File: config.mk
export PLATFORM = sky130hd
export DESIGN_NAME = jk_drive_seq
export DESIGN_NICKNAME = d
export VERILOG_FILES = /design/src/rtl/jk_drive_seq.sv
export SDC_FILE = /design/constraint.sdc
export NUM_CORES = 1
export LEC_CHECK = 0
export ABC_AREA = 0
export CAP_MARGIN = 15
export CORE_AREA = 4 4 41 43
export CTS_CLUSTER_DIAMETER = 50
export DETAILED_ROUTE_END_ITERATION = 10
export DIE_AREA = 0 0 45 47
export SYNTH_ARGS = -nofsm -noshare
export SYNTH_HDL_FRONTEND = slang
export SYNTH_SLANG_ARGS = --single-unit
File: constraint.sdc
create_clock -name clk -period 1.2 [get_ports clk]
set_input_delay 0.12 -clock clk [delete_from_list [all_inputs] [get_ports clk]]
set_output_delay 0.12 -clock clk [all_outputs]
set_load 0.01 [all_outputs]
File: src/rtl/jk_drive_seq.sv
// jk_drive_seq: steers an external JK flip-flop (clocked by the same clk) to a
// requested bit. Each accepted target bit gets one cycle of j/k excitation
// computed from the fed-back q, then one check cycle in which q_fb is compared
// with the target.
// Optional feature: define JK_DRV_ERRCNT_EN to build the saturating mismatch
// counter behind err_cnt. Without it, err_cnt is tied to zero.
module jk_drive_seq #(
  parameter int CNT_W      = 8,
  parameter bit USE_TOGGLE = 1'b0
) (
  input  logic             clk,
  input  logic             rst,
  input  logic             in_valid,
  output logic             in_ready,
  input  logic             in_bit,
  input  logic             q_fb,
  output logic             j,
  output logic             k,
  output logic             done,
  output logic             err,
  output logic [CNT_W-1:0] err_cnt
);

  typedef enum logic [1:0] {
    IDLE  = 2'd0,
    DRIVE = 2'd1,
    CHECK = 2'd2
  } state_t;

  state_t state_reg, state_next;
  logic   tgt_reg, tgt_next;
  logic   j_reg, j_next;
  logic   k_reg, k_next;

  // State, latched target and the j/k output flops.
  always_ff @(posedge clk) begin
    if (rst) begin
      state_reg <= IDLE;
      tgt_reg   <= 1'b0;
      j_reg     <= 1'b0;
      k_reg     <= 1'b0;
    end else begin
      state_reg <= state_next;
      tgt_reg   <= tgt_next;
      j_reg     <= j_next;
      k_reg     <= k_next;
    end
  end

  // Next-state logic. The excitation code is decided at the accept edge so
  // that j/k are already stable for the whole DRIVE cycle; every other cycle
  // presents the hold code 00.
  always_comb begin
    state_next = state_reg;
    tgt_next   = tgt_reg;
    j_next     = 1'b0;
    k_next     = 1'b0;
    case (state_reg)
      IDLE: begin
        if (in_valid) begin
          tgt_next   = in_bit;
          state_next = DRIVE;
          // A change is needed only when q differs from the target; a match
          // always holds with 00 so a toggle can never flip a correct bit.
          if (q_fb != in_bit) begin
            if (USE_TOGGLE) begin
              j_next = 1'b1;
              k_next = 1'b1;
            end else begin
              j_next = in_bit;
              k_next = ~in_bit;
            end
          end
        end
      end
      DRIVE:   state_next = CHECK;
      CHECK:   state_next = IDLE;
      default: state_next = IDLE;
    endcase
  end

  assign j        = j_reg;
  assign k        = k_reg;
  assign in_ready = (state_reg == IDLE);
  // The flip-flop has captured j/k at the start of CHECK, so q_fb already
  // shows the result during this cycle.
  assign done     = (state_reg == CHECK);
  assign err      = done & (q_fb ^ tgt_reg);

`ifdef JK_DRV_ERRCNT_EN
  logic [CNT_W-1:0] err_cnt_reg;

  // Saturating count of mismatches; cleared only by reset.
  always_ff @(posedge clk) begin
    if (rst) begin
      err_cnt_reg <= '0;
    end else if (err && (err_cnt_reg != {CNT_W{1'b1}})) begin
      err_cnt_reg <= err_cnt_reg + CNT_W'(1);
    end
  end

  assign err_cnt = err_cnt_reg;
`else
  assign err_cnt = '0;
`endif

endmodule

==> out/qor.txt <==
Status - finished, final reports clean
Largest net degree at the start of global routing - 5
Max Clk Rate - 0.8355 GHz
Final Skew - 0.001872 ns
Leak Pwr - 0.2105 nW
I/O Buffers - 9
Initial antenna violation count - 0
Initial core utilization - 20.67%
CTS Buf Count - 3
GR Util All Layers - 5.371%
RSZ-0062 raised after global routing - true
Die area - 2115 um^2
YS warnings - 0
Clock transition at path regs - 0.05 ns
Layout area overhead - 47.91%
VDD IR max - 0.2757 mV
Mapped cell area - 269.0 um^2
CP Capture Type - flip-flop
Post-route ant nets - 0
MaxCap Viol Count - 0
Via count - 195
Period minus WS final - 1.197 ns
Layout net count - 49
N_diodes - 0
Post-synthesis register bit count - 5
Post-synthesis sequential area ratio - 37.21%
Drt pass-1 iters - 1
Vias in the first global route - 171
Tcrit/Tclk final - 99.74%
Cell Chain, Critical Path - buf_6 > or4b_4 > nor3b_2
Final Worst Setup Slack - 0.003062 ns
Max FO, Critical Path - 4
Clock Sinks - 5
I/O pins - 18
Worst path required time - 1.37 ns
Pre-CTS WS - -0.3435 ns
Routability Congestion - 0.5986
Crit path launch type - flip-flop
DR WL/cell - 8.638 um
Slowest CP cell - or4b_4
Max reg flops - 2
Fillers - 157
Cell variety after synth - 13
Worst-Skew Late Latency - 0.24 ns
Die Ht - 47 um
Hold Violations, Final - 0
Die W - 45 um
Worst Path Buf+Inv - 1
Final wirelength - 501 um
Setup TNS - 0 ns
Row cnt - 13
Most frequent cells in the layout - conb_1, dlygate4sd2_1, dfxtp_1
Core Region - 1301 um^2
Hold WC Path Type - in2reg
Vias/cell - 3.362
Root cell of the clock tree - clkbuf_4
DRC Markers - 0
Final Max Tran Viols - 0
CTS tree - done
Clock Tree Buf Depth - 2
Syn avg cell area - 9.963 um^2
Cell family with most CP delay - simple AND/OR/NAND/NOR gates
Critical path class - reg2reg
Worst Path Arrival - 1.37 ns
Share of layout cells above drive strength 1 - 27.91%
Most common cell after layout, fill and taps aside - conb_1
Iteration-0 DRC Markers - 0
Total grt overflow - 0
Final setup fails - 0
Overall Power - 0.4482 mW
Slowest stage delay, CP - 0.53 ns
First-pass GRT wire length - 683 um
H-tree Lvls - 1
Gate Count Post-Synth - 27
P per Cell Area - 1127 nW/um^2
where the power goes:
part           switching, mW  internal (mW)
sequential           0.00450          0.175
clock                 0.0701          0.126
combinational         0.0340         0.0393
synthesized netlist by cell type:
library cell,number,area (um^2)
conb_1,1,3.750
nand2b_1,2,12.51
mux2i_1,1,10.01
buf_4,8,60.06
xor2_1,1,8.760
nor2b_1,1,6.260
nor2_1,1,3.750
inv_1,1,3.750
or4b_4,1,13.76
and2_1,1,6.260
nor3b_1,2,15.01
dfxtp_1,5,100.1
nor3b_2,2,25.02
tightest hold or removal path, stage by stage:
cell,delay [ns]
dlygate4sd2_1,0.23
buf_4,0.12
nor3b_2,0.03
cells by family after synthesis:
group | after synthesis | share of synthesized area (%)
xor+xnor | 1 | 3.256
buf+inv | 9 | 23.72
flops | 5 | 37.21
mux | 1 | 3.721
other cells | 1 | 1.394
simple gates | 10 | 30.69
per-stage QoR:
stage	area, um^2	hold WS, ns	cells	utilization (%)
6_report	397.9	0.3049	58	30.58
5_1_grt	397.9	0.3181	58	30.58
4_1_cts	387.9	0.3066	57	29.81
3_5_place_dp	366.6	0.4852	53	28.17
3_3_place_gp	366.6	0.4742	53	28.17
2_1_floorplan	295.3	0.1895	34	-
repair_timing:
action,4_1_cts,5_1_grt
gates cloned,0,0
setup endpoints to repair,6,3
resized for setup,10,1
hold buffers,0,0
buffers inserted,0,1
hold endpoints to repair,0,0
pin swaps,2,1
area by class of cell:
| cell class | instances | area (um^2) | share of cell area, % |
|---|---|---|---|
| inverter | 1 | 3.754 | 0.9434 |
| clock buffer | 4 | 26.28 | 6.604 |
| sequential | 5 | 101.3 | 25.47 |
| tap | 15 | 18.77 | 4.717 |
| multi-input combinational | 20 | 131.4 | 33.02 |
| timing repair buffer | 13 | 116.4 | 29.25 |
per-layer routing:
layer,GRT usage [%],routed length (um)
met3,3.448,58
met5,0,0
met1,4.545,174
met4,7.018,0
met2,7.627,268
worst paths after layout:
path,to,cells after the start,slack [ns],startpoint
worst max-delay path,k,3,0.003,state_reg[1]
worst min-delay path,j,3,0.30,q_fb
worst max register to register,k,3,0.003,state_reg[1]
worst min register to register,tgt_reg,2,0.48,tgt_reg
(Power assumes the default switching activity.)
